File: src/rtl/rs232_tx_serializer_if.sv
// 32-bit stb/ack word stream feeding the UART transmitter.
interface rs232_tx_serializer_if;
  logic [31:0] input_rs232_tx;
  logic        input_rs232_tx_stb;
  logic        input_rs232_tx_ack;

  modport master (
    output input_rs232_tx,
    output input_rs232_tx_stb,
    input  input_rs232_tx_ack
  );

  modport slave (
    input  input_rs232_tx,
    input  input_rs232_tx_stb,
    output input_rs232_tx_ack
  );
endinterface

File: src/rtl/rs232_tx_serializer.sv
// 8N1 UART transmitter: accepts the low byte of a stream word, start bit on the cycle after transfer.
// ack is high only in IDLE, so a producer is held off for the whole 10-bit frame.
module rs232_tx_serializer #(
  parameter int unsigned CLOCK_FREQUENCY = 100000000,
  parameter int unsigned BAUD_RATE       = 115200
) (
  input  logic                        clk,
  input  logic                        rst,
  rs232_tx_serializer_if.slave        in_if,
  output logic                        tx
);
  localparam int unsigned CLOCKS_PER_BIT = CLOCK_FREQUENCY / BAUD_RATE;
  localparam int unsigned BAUD_W = (CLOCKS_PER_BIT > 1) ? $clog2(CLOCKS_PER_BIT) : 1;
  localparam logic [BAUD_W-1:0] BAUD_LAST = BAUD_W'(CLOCKS_PER_BIT - 1);

  generate
    if (CLOCKS_PER_BIT < 2) begin : g_cpb_check
      $error("rs232_tx_serializer: CLOCK_FREQUENCY/BAUD_RATE must be at least 2");
    end
  endgenerate

  typedef enum logic [1:0] {
    S_IDLE  = 2'd0,
    S_START = 2'd1,
    S_DATA  = 2'd2,
    S_STOP  = 2'd3
  } state_e;

  state_e            state_q, state_d;
  logic [BAUD_W-1:0] baud_q, baud_d;
  logic [2:0]        bit_q, bit_d;
  logic [7:0]        data_q, data_d;
  logic              tx_q, tx_d;
  logic              ack_q, ack_d;
  logic              xfer;
  logic              bit_end;
  logic [23:0]       unused_upper;

  assign unused_upper = in_if.input_rs232_tx[31:8];
  assign xfer         = (state_q == S_IDLE) && ack_q && in_if.input_rs232_tx_stb;
  assign bit_end      = (baud_q == BAUD_LAST);

  // State register; tx and ack are registered copies of the next-state outputs.
  always_ff @(posedge clk) begin
    if (rst) begin
      state_q <= S_IDLE;
      baud_q  <= '0;
      bit_q   <= '0;
      data_q  <= '0;
      tx_q    <= 1'b1;
      ack_q   <= 1'b0;
    end else begin
      state_q <= state_d;
      baud_q  <= baud_d;
      bit_q   <= bit_d;
      data_q  <= data_d;
      tx_q    <= tx_d;
      ack_q   <= ack_d;
    end
  end

  always_comb begin
    state_d = state_q;
    baud_d  = baud_q;
    bit_d   = bit_q;
    data_d  = data_q;
    case (state_q)
      S_IDLE: begin
        baud_d = '0;
        bit_d  = '0;
        if (xfer) begin
          data_d  = in_if.input_rs232_tx[7:0];
          state_d = S_START;
        end
      end
      S_START: begin
        if (bit_end) begin
          baud_d  = '0;
          state_d = S_DATA;
        end else begin
          baud_d = baud_q + BAUD_W'(1);
        end
      end
      S_DATA: begin
        if (bit_end) begin
          baud_d = '0;
          if (bit_q == 3'd7) begin
            bit_d   = '0;
            state_d = S_STOP;
          end else begin
            bit_d = bit_q + 3'd1;
          end
        end else begin
          baud_d = baud_q + BAUD_W'(1);
        end
      end
      S_STOP: begin
        if (bit_end) begin
          baud_d  = '0;
          state_d = S_IDLE;
        end else begin
          baud_d = baud_q + BAUD_W'(1);
        end
      end
      default: begin
        baud_d  = '0;
        bit_d   = '0;
        state_d = S_IDLE;
      end
    endcase
  end

  // Outputs follow the next state, so tx only moves when state or bit index does.
  always_comb begin
    tx_d  = 1'b1;
    ack_d = 1'b0;
    case (state_d)
      S_IDLE:  begin tx_d = 1'b1; ack_d = 1'b1; end
      S_START: tx_d = 1'b0;
      S_DATA:  tx_d = data_d[bit_d];
      S_STOP:  tx_d = 1'b1;
      default: tx_d = 1'b1;
    endcase
  end

  assign tx                       = tx_q;
  assign in_if.input_rs232_tx_ack = ack_q;
endmodule

File: src/flat_wrapper.sv
// flat-port wrapper written by rule: the top's interface ports become plain ports
module rs232_tx_serializer_flat 
#(
  parameter int unsigned CLOCK_FREQUENCY = 100000000,
  parameter int unsigned BAUD_RATE       = 115200
)
  (clk, rst, tx, in_if_input_rs232_tx, in_if_input_rs232_tx_stb, in_if_input_rs232_tx_ack);
  rs232_tx_serializer_if in_if_i ();
  input  logic clk;
  input  logic rst;
  output logic tx;
  input wire logic [$bits(in_if_i.input_rs232_tx)-1:0] in_if_input_rs232_tx;
  input wire logic [$bits(in_if_i.input_rs232_tx_stb)-1:0] in_if_input_rs232_tx_stb;
  output wire logic [$bits(in_if_i.input_rs232_tx_ack)-1:0] in_if_input_rs232_tx_ack;
  assign in_if_i.input_rs232_tx = in_if_input_rs232_tx;
  assign in_if_i.input_rs232_tx_stb = in_if_input_rs232_tx_stb;
  assign in_if_input_rs232_tx_ack = in_if_i.input_rs232_tx_ack;
  rs232_tx_serializer #(.CLOCK_FREQUENCY(CLOCK_FREQUENCY), .BAUD_RATE(BAUD_RATE)) u_core (.clk(clk), .rst(rst), .in_if(in_if_i), .tx(tx));
endmodule
File: config.mk
export PLATFORM = sky130hd
export DESIGN_NAME = rs232_tx_serializer_flat
export DESIGN_NICKNAME = d
export VERILOG_FILES = /design/src/rtl/rs232_tx_serializer_if.sv /design/src/rtl/rs232_tx_serializer.sv /design/src/flat_wrapper.sv
export SDC_FILE = /design/constraint.sdc
export NUM_CORES = 1
export LEC_CHECK = 0
export ABC_AREA = 1
export CAP_MARGIN = 5
export CORE_UTILIZATION = 50
export DETAILED_ROUTE_END_ITERATION = 16
export GPL_TIMING_DRIVEN = 0
export PLACE_DENSITY = 0.95
export SYNTH_ARGS = -nofsm -noshare
export SYNTH_HDL_FRONTEND = slang
export SYNTH_SLANG_ARGS = --single-unit
File: constraint.sdc
create_clock -name clk -period 4.9 [get_ports clk]
set_clock_uncertainty 0.05 [all_clocks]
set_input_delay 0.98 -clock clk [delete_from_list [all_inputs] [get_ports clk]]
set_output_delay 0.98 -clock clk [all_outputs]
set_load 0.02 [all_outputs]
; Word level (Yosys, flattened, before mapping)
; Cells that the tools add are included.
; W data, S select, Z words.
[totals]
ff_bits = 25
out_inout_bits = 2
[op_classes]
addsub = 2
magnitude_cmp = 1
eq_ne = 8
n_mux = 17
n_reduce_logical = 6
[op_table]
columns = operator, count
row1 = $pmux W10 S2, 1
row2 = $mux W8, 2
row3 = $add A10 B1 Y10 const B, 1
row4 = $eq A10 B10 Y1 const B, 1
row5 = $mux W10, 1
row6 = $mux W2, 5
row7 = $eq A2 B2 Y1 const B, 4
row8 = $pmux W2 S4, 1
row9 = $mux W3, 2
row10 = $pmux W3 S2, 1
row11 = $eq A2 B1 Y1 const B, 2
row12 = $logic_not A2 Y1, 2
row13 = $lt A3 B4 Y1 const B, 1
row14 = $add A3 B1 Y3 const B, 1
row15 = $bmux W1 S3, 1
row16 = $eq A3 B3 Y1 const B, 1
row17 = $pmux W1 S3, 1
row18 = $reduce_or A3 Y1, 1
row19 = $logic_and A1 B1 Y1, 2
row20 = $mux W1, 2
row21 = $reduce_or A2 Y1, 1

; Depth between registers and ports, before layout
[depth]
ltp_word = 8
ltp_mapped = 14

; Least setup slack after synthesis
; No wires, ideal clock.
[synth_timing]
path_type = input to register
startpoint = input port in_if_input_rs232_tx_stb
endpoint = register u_core.tx_q (netlist: u_core.tx)
setup_time_ps = 112
arrival_ps = 1801
setup_slack_ps = 2937
stages = 10
path_cell_list = nand3_2 buf_6 o21ai_1 nand3_1 nand3_1 nand3_2 nand3_2 nand2_1 nand2_1 nand2_1
[synth_via]
elab_chain_len = 6
elab_cells_between_ends = 13
[synth_lines]
columns = element, line_no
row1 = start: declaration, flat_wrapper.sv:13  ; input wire logic [$bits(in_if_i.input_rs232_tx_stb)-1:0] in_if_input_rs232_tx_stb;
row2 = $logic_and A1 B1 Y1 (*), rs232_tx_serializer.sv:40  ; assign xfer = (state_q == S_IDLE) && ack_q && in_if.input_rs232_tx_stb;
row3 = $mux W8 or $mux W2 (tied branches), rs232_tx_serializer.sv:71  ; if (xfer) begin
row4 = $mux W8 or $pmux W2 S4 (tied branches), rs232_tx_serializer.sv:67  ; case (state_q)
row5 = "$bmux W1 S3, or another cell as far along", rs232_tx_serializer.sv:120  ; S_DATA: tx_d = data_d[bit_d];
row6 = $mux W1 (not written as such) or $reduce_or A2 Y1 (tied branches), -
row7 = $pmux W1 S3 (*), rs232_tx_serializer.sv:117  ; case (state_d)
row8 = end signal: assignment, rs232_tx_serializer.sv:57  ; tx_q <= tx_d;
row9 = end: declaration, rs232_tx_serializer.sv:33  ; logic tx_q, tx_d;
; Mark *: on every way between the ends. The rest lies on a longest branch, timed or not. The select of a mux whose other input is x is not followed.
; A chain may end at the register's enable or synchronous reset.

; Worst setup path in the final report
; Same ends and word-level chain as after synthesis.

==> metrics.log <==
INFO  metric regToRegStartpoint = u_core.baud_q[0]
INFO  metric num-nets-final = 224
INFO  metric rr_endpoint = u_core.tx
INFO  metric number_of_antenna_violations_at_the_first_check_in_global_routing = 0
INFO  metric reg2regPathDepth = 14
INFO  metric maxSlewHeadroom = between 70% and 80%
INFO  metric synth_seq_area_share = approximately two fifths
INFO  metric finalHoldViolCount = 0
INFO  metric worst_setup_path_start_kind = primary input
INFO  metric postSynthNetCount = 208
INFO  metric worst_path_largest_cell_delay = 0.47 ns
INFO  metric ctsHoldBuffers = 0
INFO  metric global_route_wire_length_before_repair = about 3.8 mm
INFO  metric yosysWarningCount = 0
INFO  metric number_of_enable_type_register_cells_in_the_synthesized_netlist = 0
INFO  metric first_global_vias = ~900
INFO  metric clock_insertion_delay_worst_skew = slightly above 0.3 ns
INFO  metric ant_nets = 0
INFO  metric synth_area_per_cell = approximately 7.7 um2
INFO  metric cts_tree = done
INFO  metric timing.critical_path.slowest_stage_cell = clkdlybuf4s50_1
INFO  metric floorplan.rows = 17
INFO  metric ys_top_cells_by_area = dfxtp_1 39%, nand2_1 7.9%, nor2_1 7.0%
INFO  metric synth_flop_cell = dfxtp_1
INFO  metric cts.htree.levels = 1
INFO  metric finalWorstSetupSlack = between 2 and 3 ns
INFO  metric grt_overflow = 0
INFO  metric clk_transition_reported_paths = 0.13 ns
INFO  metric drv_slew = 0
INFO  metric post_drt_via_cell_ratio = 4.97
INFO  metric hold_depth = 1
INFO  metric die_x = 52.6 um
INFO  metric route.detailed.wl_per_inst = ~11 um
INFO  metric post-synth-top-count-cell = nand2_1
INFO  metric crit_required = around 5 ns
INFO  metric power.ir.vdd_worst = approximately 0.21 mV
INFO  metric synth-seq-cells = 25
INFO  metric floorplan.die_area = between 2000 and 3000 um2
INFO  metric finalCritPeriodShare = a little under half
INFO  metric fmax = between 400 and 500 MHz
INFO  metric path_class = primary input to flop
INFO  metric post_synth_most_frequent_cells = 27 x nand2_1, 25 x dfxtp_1, 24 x nor2_1
INFO  metric postCtsSetupBuffers = 0
INFO  metric yosysUniqueCellTypes = 28
INFO  metric element_type_at_the_critical_path_end = flop
INFO  metric portBuffers = 11
INFO  metric core = approximately 2300 um2
INFO  metric antennaDiodeCount = 0
INFO  metric cts_buffers = 3
INFO  metric run_status = finished clean
INFO  metric die_h = 52.6 um
INFO  metric asyncSetResetFlopFracSynth = 0%
INFO  metric clock_sink_count = 25
INFO  metric via_total_after_detailed_routing = about 1.0k
INFO  metric post-route-util = 62.7%
INFO  metric tightest_hold_check_type = flop to flop
INFO  metric finalWorstPathRequiredPeriod = around 2.3 ns
INFO  metric grt_max_degree = 14
INFO  metric globalRouteTotalUtil = between 10% and 20%
INFO  metric synth_top_area_cell = dfxtp_1
INFO  metric power.density_cell_area = 244 nW/um2
INFO  metric critPathBufInv = 2
INFO  metric first_pass_iters = 4
INFO  metric final.hold.worst_slack = roughly 0.43 ns
INFO  metric syn_to_final_growth = 13.4%
INFO  metric ctsResizeCount = 0
INFO  metric route.final.wire_length = around 2.2 mm
INFO  metric cap_viol_max_count = 0
INFO  metric critPathMaxFanout = 10
INFO  metric num_io_pins = 37
INFO  metric crit_chain = clkdlybuf4s50_1 -> nand3_2 -> buf_6 -> o21ai_1 -> nand3_1 -> nand3_1 -> nand3_2 -> nand3_2 -> nand2_1 -> nand2_1 -> nand2_1
INFO  metric total_leakage_power = 0.000644 uW
INFO  metric cts.root.buffer_cell = clkbuf_4
INFO  metric hold_path_endpoint = u_core.baud_q[0]
INFO  metric cell_class_contributing_the_biggest_share_of_worst_path_delay = simple AND/OR/NAND/NOR gates
INFO  metric gpl.final_weighted_congestion = roughly 0.85
INFO  metric clock_path_buffers = 2
INFO  metric post_route_drc_violation_count = 0
INFO  metric reg2reg_slack = between 3 and 4 ns
INFO  metric synth_instances = between 150 and 200
INFO  metric hold_start = u_core.baud_q[0]
INFO  metric yosysTopAreaCellShare = 39.1%
INFO  metric tns = 0 ns
INFO  metric report.final.setup_viol = 0
INFO  metric drt_first_iter_violations = 24
INFO  metric post_dp_hpwl = about 1.7 mm
INFO  metric initial_core_util = between 50% and 60%
INFO  metric pre_cts_slack = roughly 2.3 ns
INFO  metric setup_repair_after_global_routing_missed_its_margin = false
INFO  metric share_of_final_layout_standard_cells_stronger_than_drive_strength_1 = about 14%
INFO  metric arrival = ~2.5 ns
INFO  metric worst-slew-pin-transition = 0.422 ns
INFO  metric syn_area = 1280 um2
-- state kept, by name (all words and copies together) (netlist names) --
signal	count
u_core.baud_q	10
u_core.data_q	8
u_core.bit_q	3
u_core.state_q	2
u_core.in_if.input_rs232_tx_ack	1
u_core.tx	1
-- logic make-up (layout without fill, tap and decap cells) --
group | Yosys count | in the layout | share of synthesized area (%)
adders and majority gates | 6 | 6 | 5.86
xor gates and xnor gates | 1 | 1 | 0.684
and+or+nand+nor | 85 | 85 | 34.5
buffers and inverters | 30 | 45 | 9.38
AOI/OAI and AO/OA | 16 | 16 | 7.42
DFF | 25 | 25 | 39.1
muxes | 4 | 4 | 3.13
-- cell usage in the layout, fill, tap and decap left out, types with 3 or more instances in the layout --
cell type        count
dfxtp_1             25
clkdlybuf4s50_1     11
mux2i_1              4
inv_1               21
o21ai_1              7
ha_1                 6
nand4_1              3
nand3_1             11
clkbuf_1             3
nand3_2              6
inv_2                5
nand2_2              4
a21oi_1              5
clkbuf_4             3
nor2_1              24
nor2_4               3
nand2_1             27
-- worst max path at each step --
stage / startpoint / end / slack [ns] / depth (start not counted)
final: in_if_input_rs232_tx_stb / u_core.tx / 2.58 / 11
after global routing: in_if_input_rs232_tx_stb / u_core.tx / 2.53 / 11
after CTS: u_core.in_if.input_rs232_tx_ack / in_if_input_rs232_tx_ack / 2.58 / 1
after detailed placement: in_if_input_rs232_tx_stb / u_core.tx / 2.31 / 11
after global placement: in_if_input_rs232_tx_stb / u_core.tx / 2.35 / 11
after floorplan: in_if_input_rs232_tx_stb / u_core.tx / 2.94 / 10
-- power by group --
part           total (uW)  internal, uW  leakage [uW]  switching, uW
clock network        90.3          31.8     0.0000150           58.5
logic                49.3          23.5      0.000426           25.8
registers             214           211      0.000203           3.82
-- metal layers --
metal | track usage (%) | part of all wire (%) | routed length (um)
met1 | 23.8 | 49 | 1100
met4 | 7.89 | 0.99 | 22
met2 | 30.8 | 48 | 1060
met5 | 0 | 0 | 0
met3 | 1.74 | 1.8 | 40
-- through the flow --
step / std cells / cell area [um2] / power [uW]
2_1_floorplan: 167 / 1280 / 250
3_3_place_gp: 206 / 1430 / 266
3_5_place_dp: 206 / 1430 / 268
4_1_cts: 210 / 1450 / 356
5_1_grt: 210 / 1450 / 368
6_report: 210 / 1450 / 354
-- final cells by class --
| cell class | count | area, um2 |
|---|---|---|
| buffer | 3 | 18.8 |
| timing repair buffer | 11 | 110 |
| clock buffer | 4 | 26.3 |
| tap | 28 | 35.0 |
| inverter | 27 | 101 |
| fill | 195 | 866 |
| multi-input combinational | 112 | 661 |
| sequential | 25 | 500 |
No activity file was read; power rests on OpenSTA's default activity.
